File: src/rtl/ascon_ctrl_fsm.sv
// Control sequencer for a one-round-per-cycle Ascon-128 permutation datapath.
// Steps the datapath through initialisation, associated data, plaintext and
// finalisation. It drives the state enable, round index and XOR/select strobes.
module ascon_ctrl_fsm #(
  parameter int unsigned ROUND_WIDTH = 4,
  parameter int unsigned A_ROUNDS    = 12,
  parameter int unsigned B_ROUNDS    = 6
) (
  input  logic                   clk,
  input  logic                   rst,
  input  logic                   start_i,
  input  logic                   has_ad_i,
  input  logic                   ad_valid_i,
  input  logic                   ad_last_i,
  output logic                   ad_ready_o,
  input  logic                   pt_valid_i,
  input  logic                   pt_last_i,
  output logic                   pt_ready_o,
  input  logic                   tag_ready_i,
  output logic                   en_state_o,
  output logic [ROUND_WIDTH-1:0] rnd_o,
  output logic                   sel_ad_o,
  output logic                   sel_state_init_o,
  output logic                   sel_xor_init_o,
  output logic                   sel_xor_ext_o,
  output logic                   sel_xor_dom_sep_o,
  output logic                   sel_xor_fin_o,
  output logic                   sel_xor_tag_o,
  output logic                   ct_valid_o,
  output logic                   tag_valid_o,
  output logic                   busy_o
);

  localparam logic [ROUND_WIDTH-1:0] LastRnd  = ROUND_WIDTH'(A_ROUNDS - 1);
  localparam logic [ROUND_WIDTH-1:0] FirstBlk = ROUND_WIDTH'(A_ROUNDS - B_ROUNDS);
  localparam logic [ROUND_WIDTH-1:0] One      = ROUND_WIDTH'(1);

  typedef enum logic [2:0] {
    StIdle, StInit, StWaitAd, StAdRnd, StWaitPt, StPtRnd, StFinRnd, StDone
  } state_e;

  state_e                 state_q, state_d;
  logic [ROUND_WIDTH-1:0] cnt_q, cnt_d;
  logic                   has_ad_q, has_ad_d;
  logic                   ad_last_q, ad_last_d;

  // State, round counter and latched flags; synchronous reset.
  always_ff @(posedge clk) begin
    if (rst) begin
      state_q   <= StIdle;
      cnt_q     <= '0;
      has_ad_q  <= 1'b0;
      ad_last_q <= 1'b0;
    end else begin
      state_q   <= state_d;
      cnt_q     <= cnt_d;
      has_ad_q  <= has_ad_d;
      ad_last_q <= ad_last_d;
    end
  end

  // Next-state and combinational strobes; a handshake cycle is round 0 of its block.
  always_comb begin
    state_d           = state_q;
    cnt_d             = cnt_q;
    has_ad_d          = has_ad_q;
    ad_last_d         = ad_last_q;
    ad_ready_o        = 1'b0;
    pt_ready_o        = 1'b0;
    en_state_o        = 1'b0;
    rnd_o             = '0;
    sel_ad_o          = 1'b0;
    sel_state_init_o  = 1'b0;
    sel_xor_init_o    = 1'b0;
    sel_xor_ext_o     = 1'b0;
    sel_xor_dom_sep_o = 1'b0;
    sel_xor_fin_o     = 1'b0;
    sel_xor_tag_o     = 1'b0;
    ct_valid_o        = 1'b0;
    tag_valid_o       = 1'b0;
    busy_o            = (state_q != StIdle);

    unique case (state_q)
      StIdle: begin
        if (start_i) begin
          sel_state_init_o = 1'b1;
          en_state_o       = 1'b1;
          has_ad_d         = has_ad_i;
          cnt_d            = One;
          state_d          = StInit;
        end
      end
      StInit: begin
        en_state_o = 1'b1;
        rnd_o      = cnt_q;
        cnt_d      = cnt_q + One;
        if (cnt_q == LastRnd) begin
          sel_xor_init_o    = 1'b1;
          sel_xor_dom_sep_o = !has_ad_q;
          cnt_d             = '0;
          state_d           = has_ad_q ? StWaitAd : StWaitPt;
        end
      end
      StWaitAd: begin
        ad_ready_o = 1'b1;
        if (ad_valid_i) begin
          en_state_o    = 1'b1;
          sel_ad_o      = 1'b1;
          sel_xor_ext_o = 1'b1;
          rnd_o         = FirstBlk;
          ad_last_d     = ad_last_i;
          cnt_d         = FirstBlk + One;
          state_d       = StAdRnd;
        end
      end
      StAdRnd: begin
        en_state_o = 1'b1;
        sel_ad_o   = 1'b1;
        rnd_o      = cnt_q;
        cnt_d      = cnt_q + One;
        if (cnt_q == LastRnd) begin
          // Domain separation goes in after the last AD block only.
          sel_xor_dom_sep_o = ad_last_q;
          cnt_d             = '0;
          state_d           = ad_last_q ? StWaitPt : StWaitAd;
        end
      end
      StWaitPt: begin
        pt_ready_o = 1'b1;
        if (pt_valid_i) begin
          en_state_o    = 1'b1;
          sel_xor_ext_o = 1'b1;
          ct_valid_o    = 1'b1;
          if (pt_last_i) begin
            // Last block skips p^b and starts p^a finalisation at round 0.
            sel_xor_fin_o = 1'b1;
            rnd_o         = '0;
            cnt_d         = One;
            state_d       = StFinRnd;
          end else begin
            rnd_o   = FirstBlk;
            cnt_d   = FirstBlk + One;
            state_d = StPtRnd;
          end
        end
      end
      StPtRnd: begin
        en_state_o = 1'b1;
        rnd_o      = cnt_q;
        cnt_d      = cnt_q + One;
        if (cnt_q == LastRnd) begin
          cnt_d   = '0;
          state_d = StWaitPt;
        end
      end
      StFinRnd: begin
        en_state_o = 1'b1;
        rnd_o      = cnt_q;
        cnt_d      = cnt_q + One;
        if (cnt_q == LastRnd) begin
          sel_xor_tag_o = 1'b1;
          cnt_d         = '0;
          state_d       = StDone;
        end
      end
      StDone: begin
        tag_valid_o = 1'b1;
        if (tag_ready_i) begin
          state_d = StIdle;
        end
      end
      default: begin
        state_d = StIdle;
        cnt_d   = '0;
      end
    endcase

    // While reset is held nothing may reach the datapath.
    if (rst) begin
      ad_ready_o        = 1'b0;
      pt_ready_o        = 1'b0;
      en_state_o        = 1'b0;
      rnd_o             = '0;
      sel_ad_o          = 1'b0;
      sel_state_init_o  = 1'b0;
      sel_xor_init_o    = 1'b0;
      sel_xor_ext_o     = 1'b0;
      sel_xor_dom_sep_o = 1'b0;
      sel_xor_fin_o     = 1'b0;
      sel_xor_tag_o     = 1'b0;
      ct_valid_o        = 1'b0;
      tag_valid_o       = 1'b0;
      busy_o            = 1'b0;
    end
  end

endmodule

File: config.mk
export PLATFORM = sky130hd
export DESIGN_NAME = ascon_ctrl_fsm
export DESIGN_NICKNAME = d
export VERILOG_FILES = /design/src/rtl/ascon_ctrl_fsm.sv
export SDC_FILE = /design/constraint.sdc
export NUM_CORES = 1
export LEC_CHECK = 0
export CAP_MARGIN = 10
export CORE_MARGIN = 8
export CORE_UTILIZATION = 49
export DETAILED_ROUTE_END_ITERATION = 10
export PLACE_DENSITY_LB_ADDON = 0.3
export SYNTH_ARGS = -nofsm -noshare
export SYNTH_HDL_FRONTEND = slang
export SYNTH_SLANG_ARGS = --single-unit
File: constraint.sdc
create_clock -name clk -period 4 [get_ports clk]
set_input_delay 0.8 -clock clk [delete_from_list [all_inputs] [get_ports clk]]
set_output_delay 0.8 -clock clk [all_outputs]
set_load 0.01 [all_outputs]
==> results of run 1 <==
## cell usage after synthesis, drive strengths merged (3+ instances only)
| cell | n | area share [%] |
|---|---|---|
| nor2 | 16 | 7.4 |
| nor3 | 12 | 7.4 |
| a21oi | 11 | 6.7 |
| dfxtp | 9 | 22 |
| nand2 | 9 | 4.1 |
| nor2b | 9 | 6.9 |
| buf | 6 | 4.4 |
| nand2b | 5 | 3.8 |
| nand3 | 5 | 3.1 |
| o21ai | 5 | 3.1 |
| and2 | 3 | 2.3 |
| clkbuf | 3 | 1.4 |
| mux2i | 3 | 3.7 |
## worst register-to-register path, stage by stage, from the launching register on
cell and delay (ps):
dfxtp_1 780, nand2_1 180, xor2_1 540, o221ai_2 230, mux2i_1 180, nor2_1 50
## stage by stage
step           instances  utilization [%]
3_3_place_gp         154             68.4
4_1_cts              158             70.1
2_1_floorplan        120                -
5_1_grt              158             70.1
6_report             158             70.1
3_5_place_dp         154             68.4
## registers in the layout, indices dropped and copies added, names as in the netlist
register	count
cnt_q	4
state_q	3
ad_last_q	1
has_ad_q	1
## layer usage
layer	global-route usage, %	routed length (um)	vias to the layer above
li1	-	-	468
met1	17.6	1030	436
met2	23.5	998	43
met3	3.82	183	5
met4	6.04	38	0
met5	0	0	-
## worst max-delay path by stage
stage | start | to | slack, ps
floorplan | rst | sel_xor_dom_sep_o | 1590
global placement | pt_valid_i | en_state_o | 550
detailed placement | pt_valid_i | en_state_o | 470
CTS | pt_valid_i | en_state_o | 470
global route | pt_valid_i | en_state_o | 300
finish | pt_valid_i | en_state_o | 470
## power by group through the flow
stage	logic, W	registers, W	clock network (W)
after floorplan	0.000340	0.000133	0
after global placement	0.000372	0.000189	0
after detailed placement	0.000380	0.000191	0
after CTS	0.000384	0.000189	0.0000782
after global routing	0.000429	0.000199	0.0000810
final	0.000383	0.000190	0.0000789
## area by class of cell
class	instances	area [um^2]	area share, %
sequential	9	180	16.7
clock buffer	4	26.3	2.43
multi-input combinational	100	582	53.8
tap	16	20.0	1.85
inverter	2	7.51	0.694
timing repair buffer	27	265	24.5
## logic make-up after synthesis
family                   synth area share [%]
AND/OR/NAND/NOR                          42.4
AO/OA/AOI/OAI                            20.7
multiplexers                             5.51
adder cells (fa/ha/maj)                  1.53
XOR/XNOR                                 1.07
flip-flops                               22.1
buffers and inverters                    6.74
==> impl_metrics.ini, run 1 <==
[die]
num_io_pins = 26
start_util_pct = 53.0
core_region_area_um2 = 1540
die_h_um = 56.8
die_width_um = 56.8
num_rows = 14
die-area_um2 = 3230

[sta]
fmax_ghz = 0.284
slew_headroom_pct = 52.2
finalClockSkew_ps = 5.66
finalSetupViolCount = 0
whs_ps = 450
rsz0062_at_grt = no
tns_ps = 0
post-route-period-util_pct = 88.1
setup_ws_ps = 475
hold_viol = 0
maxSlewViolCount = 0
fin_crit_ps = 3530
worstMarginPinSlew_ps = 716

[critical_path]
start_kind = primary input
critPathBufInv = 2
slowest_delay_ps = 550
path_cells = clkdlybuf4s50_1, nor3_1, a21o_1, a21oi_1, and3b_1, clkdlybuf4s50_1
crit_path_max_fanout = 7
ff2ff_path_depth = 5
cp_slowest_cell = clkdlybuf4s50_1
worst_setup_path_end_kind = primary output
worstReg2RegEnd = state_q[1]
r2r-start = state_q[2]
cp_top_family = buffers and inverters
r2r_slack_ps = 1930
cp_num_cells = 6
worstPathRequired_ps = 3200
critPathArrivalTime_ps = 2730
path_class = in2out
cp_common_cell = clkdlybuf4s50_1

[worst_hold_path]
worstHoldPathType = reg2reg
holdPathEnd = has_ad_q
holdPathStages = 2
hp-start = has_ad_q

[synth]
synth.yosys.warnings = 0
synth_cells = 120
ys_seq_elements = 9
async_flop_share_pct = 0
yosysSeqAreaShare_pct = 22.1
synthFlopType = dfxtp_1
synth_edf_count = 0
syn_nets = 130
synth.distinct_cells = 35
avgSynthCellArea_um2 = 6.81
syn_area_um2 = 817

[clock_tree]
cts_resized = 0
insertion_delay_ps = 280
cts_buffers = 3
ctsHoldBuffers = 0
path_clk_slew_ps = 70
cts.sinks = 9
htreeDepth = 1
postCtsSetupBuffers = 0
cts_root_buf = clkbuf_4
tritoncts = built
clockBufferDepth = 2

[grt]
grt_max_degree = 25
grt_pass1_wl_um = 3980
grt_pass1_vias = 885
gr-usage-all-layers_pct = 14.5
antenna_found_initial = 0
grt-ovfl-total = 0

[routing]
routed_via_density = 6.03
wl_um = 2250
routedWlPerCell_um = 14.3
dr.pass1.iters = 4
first_iter_violations = 32
antenna_left = 0
drcViolationCount = 0
via_count = 952

[pwr]
p_comb_share_pct = 58.8
pwr-share-clk_pct = 12.1
power_frac_seq_pct = 29.1
p_per_area_nw_per_um2 = 604
intPower_w = 0.000342
total_power_w = 0.000653
p_sw_w = 0.000311
leakage_nw = 0.394
ir_drop_mv = 0.346
swShare_pct = 47.6

[place]
pre_cts_slack_ps = 470
gp_congestion = 0.864
dp_hpwl_um = 1680
placed_area_um2 = 1050
io_buffers = 25

[layout]
nets = 153
final_common_cell = clkdlybuf4s50_1
layout_common_cells = 25 x clkdlybuf4s50_1, 16 x nor2_1, 12 x nor3_1, 11 x a21oi_1
syn_to_final_growth_pct = 32.3
diodes = 0
fin_area_um2 = 1080
fillers = 133
drive_above_1_share_pct = 5.63

[run]
maxCapViolations = 0

[run_status]
status = finished clean
No activity file was read; power rests on OpenSTA's default activity.
==> run 2: changes to the inputs <==
--- a/config.mk
+++ b/config.mk
@@ -9,6 +9,7 @@
 export CORE_MARGIN = 8
 export CORE_UTILIZATION = 49
 export DETAILED_ROUTE_END_ITERATION = 10
+export GPL_TIMING_DRIVEN = 0
 export PLACE_DENSITY_LB_ADDON = 0.3
 export SYNTH_ARGS = -nofsm -noshare
 export SYNTH_HDL_FRONTEND = slang
==> constraint.sdc (replaced) <==
create_clock -name clk -period 4.4 [get_ports clk]
set_input_delay 0.88 -clock clk [delete_from_list [all_inputs] [get_ports clk]]
set_output_delay 0.88 -clock clk [all_outputs]
set_load 0.01 [all_outputs]
==> impl_metrics.ini, run 2 (synthesis gave the netlist of run 1 again) <==
[sta]
maxSlewViolCount = 0
rsz0062_at_grt = no
whs_ps = 453
finalSetupViolCount = 0
setup_ws_ps = 682
tns_ps = 0
slew_headroom_pct = 57.9
fmax_ghz = 0.269
fin_crit_ps = 3720
post-route-period-util_pct = 84.5
finalClockSkew_ps = 1.36
worstMarginPinSlew_ps = 629
hold_viol = 0

[layout]
largest_register_ff_count = 4
layout_common_cells = 25 x clkdlybuf4s50_1, 16 x nor2_1, 12 x nor3_1, 11 x a21oi_1
utilization_pct = 72.2
drive_above_1_share_pct = 8.05
top_regs = cnt_q: 4 flops, state_q: 3 flops
register_area_um2 = 180
final_common_cell = clkdlybuf4s50_1
syn_to_final_growth_pct = 36.3
diodes = 0
nets = 160
multiInputGateArea_um2 = 582
top_register = cnt_q
fillers = 131

[die]
start_util_pct = 53.0
num_rows = 14
core_region_area_um2 = 1540
num_io_pins = 26
die-area_um2 = 3230
die_h_um = 56.8
die_width_um = 56.8

[clock_tree]
ctsHoldBuffers = 0
insertion_delay_ps = 270
path_clk_slew_ps = 70
cts_root_buf = clkbuf_4
tritoncts = built
cts.sinks = 9
cts_resized = 0
htreeDepth = 1
clockBufferDepth = 2
postCtsSetupBuffers = 0
cts_buffers = 3

[worst_hold_path]
holdPathStages = 2
holdPathEnd = has_ad_q
hp-start = has_ad_q
worstHoldPathType = reg2reg

[pwr]
pwr-share-clk_pct = 11.0
power_frac_seq_pct = 20.3
total_power_w = 0.000623
p_comb_share_pct = 68.7
p_per_area_nw_per_um2 = 559
intPower_w = 0.000328
leakage_nw = 0.420
ir_drop_mv = 0.347
p_sw_w = 0.000295
swShare_pct = 47.3

[critical_path]
critPathArrivalTime_ps = 2840
path_class = in2out
worst_setup_path_end_kind = primary output
r2r_slack_ps = 2720
r2r-start = cnt_q[0]
worstPathRequired_ps = 3520
start_kind = primary input
ff2ff_path_depth = 6
worstReg2RegEnd = state_q[1]
crit_path_max_fanout = 7

[run]
maxCapViolations = 0

[grt]
grt_max_degree = 11
grt_pass1_wl_um = 4150
grt_pass1_vias = 947
gr-usage-all-layers_pct = 14.9
antenna_found_initial = 0
grt-ovfl-total = 0

[routing]
dr.pass1.iters = 4
routedWlPerCell_um = 14.3
wl_um = 2370
first_iter_violations = 34
via_count = 965
drcViolationCount = 0
antenna_left = 0
routed_via_density = 5.85

[place]
gp_congestion = 0.878
io_buffers = 25
dp_hpwl_um = 1810
pre_cts_slack_ps = 669

[run_status]
status = finished clean
## run 2: cell count changes in the layout (fill, tap and decap cells not counted)
| cell | previous run | this run |
|---|---|---|
| buf_2 | 0 | 5 |
| clkbuf_1 | 1 | 4 |
| buf_4 | 2 | 0 |
| buf_6 | 0 | 1 |
## run 2: power by group through the flow
stage / logic (W) / registers (W) / clock network, W
3_5_place_dp: 0.000424 / 0.000127 / 0
4_1_cts: 0.000425 / 0.000126 / 0.0000676
3_3_place_gp: 0.000413 / 0.000125 / 0
6_report: 0.000428 / 0.000126 / 0.0000687
5_1_grt: 0.000473 / 0.000129 / 0.0000717
2_1_floorplan: 0.000309 / 0.000121 / 0
## run 2: per-layer routing
| layer | up-vias | global-route usage [%] | wire length, um |
|---|---|---|---|
| met4 | 0 | 6.71 | 40 |
| met1 | 436 | 17.4 | 1020 |
| li1 | 476 | - | - |
| met5 | - | 0 | 0 |
| met3 | 8 | 4.94 | 249 |
| met2 | 45 | 24.0 | 1050 |
## run 2: final cells by class
cell class	instances	area share, %
multi-input cells	100	52.2
repair buffers	25	22.5
flip-flops and latches	9	16.2
plain buffers	9	4.27
clock buffers	4	2.36
well taps	16	1.80
inverters	2	0.674
## run 2: how the worst max path moves through the flow
stage,startpoint,to,slack [ps],cells after the start
3_5_place_dp,pt_valid_i,en_state_o,670,6
4_1_cts,pt_valid_i,en_state_o,680,6
5_1_grt,pt_valid_i,en_state_o,510,6
3_3_place_gp,pt_valid_i,en_state_o,700,6
6_report,pt_valid_i,en_state_o,680,6
2_1_floorplan,rst,sel_xor_dom_sep_o,1830,4
## run 2: per-stage QoR
stage / area, um^2 / cells
floorplan: 817 / 120
global placement: 1090 / 161
detailed placement: 1090 / 161
CTS: 1110 / 165
global route: 1110 / 165
finish: 1110 / 165
## run 2: critical path: stages
cell	delay [ps]
clkdlybuf4s50_1	540
nor3_1	60
a21o_1	150
a21oi_1	440
and3b_1	230
clkdlybuf4s50_1	530
==> run 3: changes to the inputs <==
--- a/config.mk
+++ b/config.mk
@@ -7,7 +7,7 @@
 export LEC_CHECK = 0
 export CAP_MARGIN = 10
 export CORE_MARGIN = 8
-export CORE_UTILIZATION = 49
+export CORE_UTILIZATION = 41
 export DETAILED_ROUTE_END_ITERATION = 10
 export GPL_TIMING_DRIVEN = 0
 export PLACE_DENSITY_LB_ADDON = 0.3
==> constraint.sdc (replaced) <==
create_clock -name clk -period 3.13 [get_ports clk]
set_input_delay 0.626 -clock clk [delete_from_list [all_inputs] [get_ports clk]]
set_output_delay 0.626 -clock clk [all_outputs]
set_load 0.01 [all_outputs]
==> impl_metrics.ini, run 3 (synthesis gave the netlist of run 1 again) <==
[clock_tree]
tritoncts = built
htreeDepth = 1
path_clk_slew_ps = 80
cts_buffers = 3
cts_root_buf = clkbuf_4
insertion_delay_ps = 270
postCtsSetupBuffers = 0
ctsHoldBuffers = 0
clockBufferDepth = 2
cts.sinks = 9

[sta]
post-route-period-util_pct = 97.4
hold_viol = 0
maxSlewViolCount = 0
slew_headroom_pct = 59.4
worstMarginPinSlew_ps = 607
tns_ps = 0
finalClockSkew_ps = 11.9
fin_crit_ps = 3050
finalSetupViolCount = 0
rsz0062_at_grt = no
fmax_ghz = 0.328

[pwr]
ir_drop_mv = 0.449
leakage_nw = 0.447
p_per_area_nw_per_um2 = 786
total_power_w = 0.000904

[critical_path]
critPathArrivalTime_ps = 2420
worstPathRequired_ps = 2500
worstReg2RegEnd = state_q[1]
slowest_delay_ps = 560
ff2ff_path_depth = 5
cp_common_cell = clkdlybuf4s50_1
path_cells = clkdlybuf4s50_1, nor3_1, a21o_1, a21oi_4, and3b_1, clkdlybuf4s50_1
cp_slowest_cell = clkdlybuf4s50_1
crit_path_max_fanout = 7
start_kind = primary input
worst_setup_path_end_kind = primary output
cp_num_cells = 6
cp_top_family = buffers and inverters
r2r-start = state_q[2]
path_class = in2out
critPathBufInv = 2
r2r_slack_ps = 1480

[worst_hold_path]
worstHoldPathType = reg2reg
holdPathEnd = has_ad_q
holdPathStages = 2
hp-start = has_ad_q

[place]
io_buffers = 25
dp_hpwl_um = 1870
gp_congestion = 0.826

[layout]
top_regs = cnt_q: 4 flops, state_q: 3 flops
top_register = cnt_q
utilization_pct = 59.8
layout_common_cells = 24 x clkdlybuf4s50_1, 16 x nor2_1, 12 x nor3_1, 10 x a21oi_1
diodes = 0
largest_register_ff_count = 4
final_common_cell = clkdlybuf4s50_1
fillers = 199
nets = 160
syn_to_final_growth_pct = 40.7
drive_above_1_share_pct = 10.7

[routing]
antenna_left = 0
first_iter_violations = 47
dr.pass1.iters = 4
routed_via_density = 5.59
wl_um = 2540
drcViolationCount = 0
via_count = 984
routedWlPerCell_um = 14.4

[die]
core_region_area_um2 = 1920
die-area_um2 = 3680
die_width_um = 60.6
num_io_pins = 26
die_h_um = 60.6
start_util_pct = 42.5
num_rows = 16

[run_status]
status = finished clean

[grt]
grt_pass1_wl_um = 4090
gr-usage-all-layers_pct = 14.3
grt_pass1_vias = 931
grt-ovfl-total = 0
antenna_found_initial = 0
grt_max_degree = 11

[run]
maxCapViolations = 0
==> run 3: changes by cell type in the layout (fill, tap and decap cells not counted), sizes merged <==
| cell | change |
|---|---|
| dlymetal6s2s | +1 |
| clkdlybuf4s50 | -1 |
==> run 3: worst max-delay path by stage <==
stage               startpoint                 to  slack (ps)
floorplan                  rst  sel_xor_dom_sep_o        1070
global placement    pt_valid_i         en_state_o         -80
detailed placement  pt_valid_i         en_state_o        -120
CTS                        rst      sel_xor_ext_o          10
global route        pt_valid_i         en_state_o          20
finish              pt_valid_i         en_state_o          80
==> run 3: metal layers <==
metal  global-route usage (%)  wire, um  vias to the layer above
met4                     5.32        63                        0
met2                     24.7      1200                       41
met5                        0         0                        -
met1                     16.7      1130                      449
met3                     2.97       138                       12
li1                         -         -                      482
==> run 3: power by group <==
| group | leakage, nW | switching, W | internal [W] |
|---|---|---|---|
| registers | 0.0734 | 0.0000291 | 0.000148 |
| clock network | 0.0150 | 0.0000495 | 0.0000493 |
| logic | 0.359 | 0.000358 | 0.000270 |
| total | 0.447 | 0.000436 | 0.000467 |
==> run 3: cell type report <==
class,count,area (um^2),share of cell area [%]
sequential,9,180,15.7
multi-input combinational,100,599,52.1
tap,27,33.8,2.94
timing repair buffer,25,253,22.0
clock buffer,4,26.3,2.29
inverter,2,7.51,0.653
buffer,9,50.0,4.35
==> run 3: through the flow <==
step	instances	instance area [um^2]	hold WS (ps)	worst slack [ps]
final	176	1150	461	80.8
after global routing	176	1150	500	17.8
after CTS	176	1130	459	10.6
after detailed placement	172	1100	448	-124
after global placement	172	1100	443	-76.3
after floorplan	120	817	432	1070
==> run 3: tightest hold or removal path: stages (launching register included) <==
cell and delay (ps):
dfxtp_1 320, nand2_1 50, a21oi_1 50
==> run 3: what timing repair did <==
action | 4_1_cts | 5_1_grt
setup endpoints to repair | 1 | 6
gates resized for setup | 1 | 7
cloned | 0 | 0
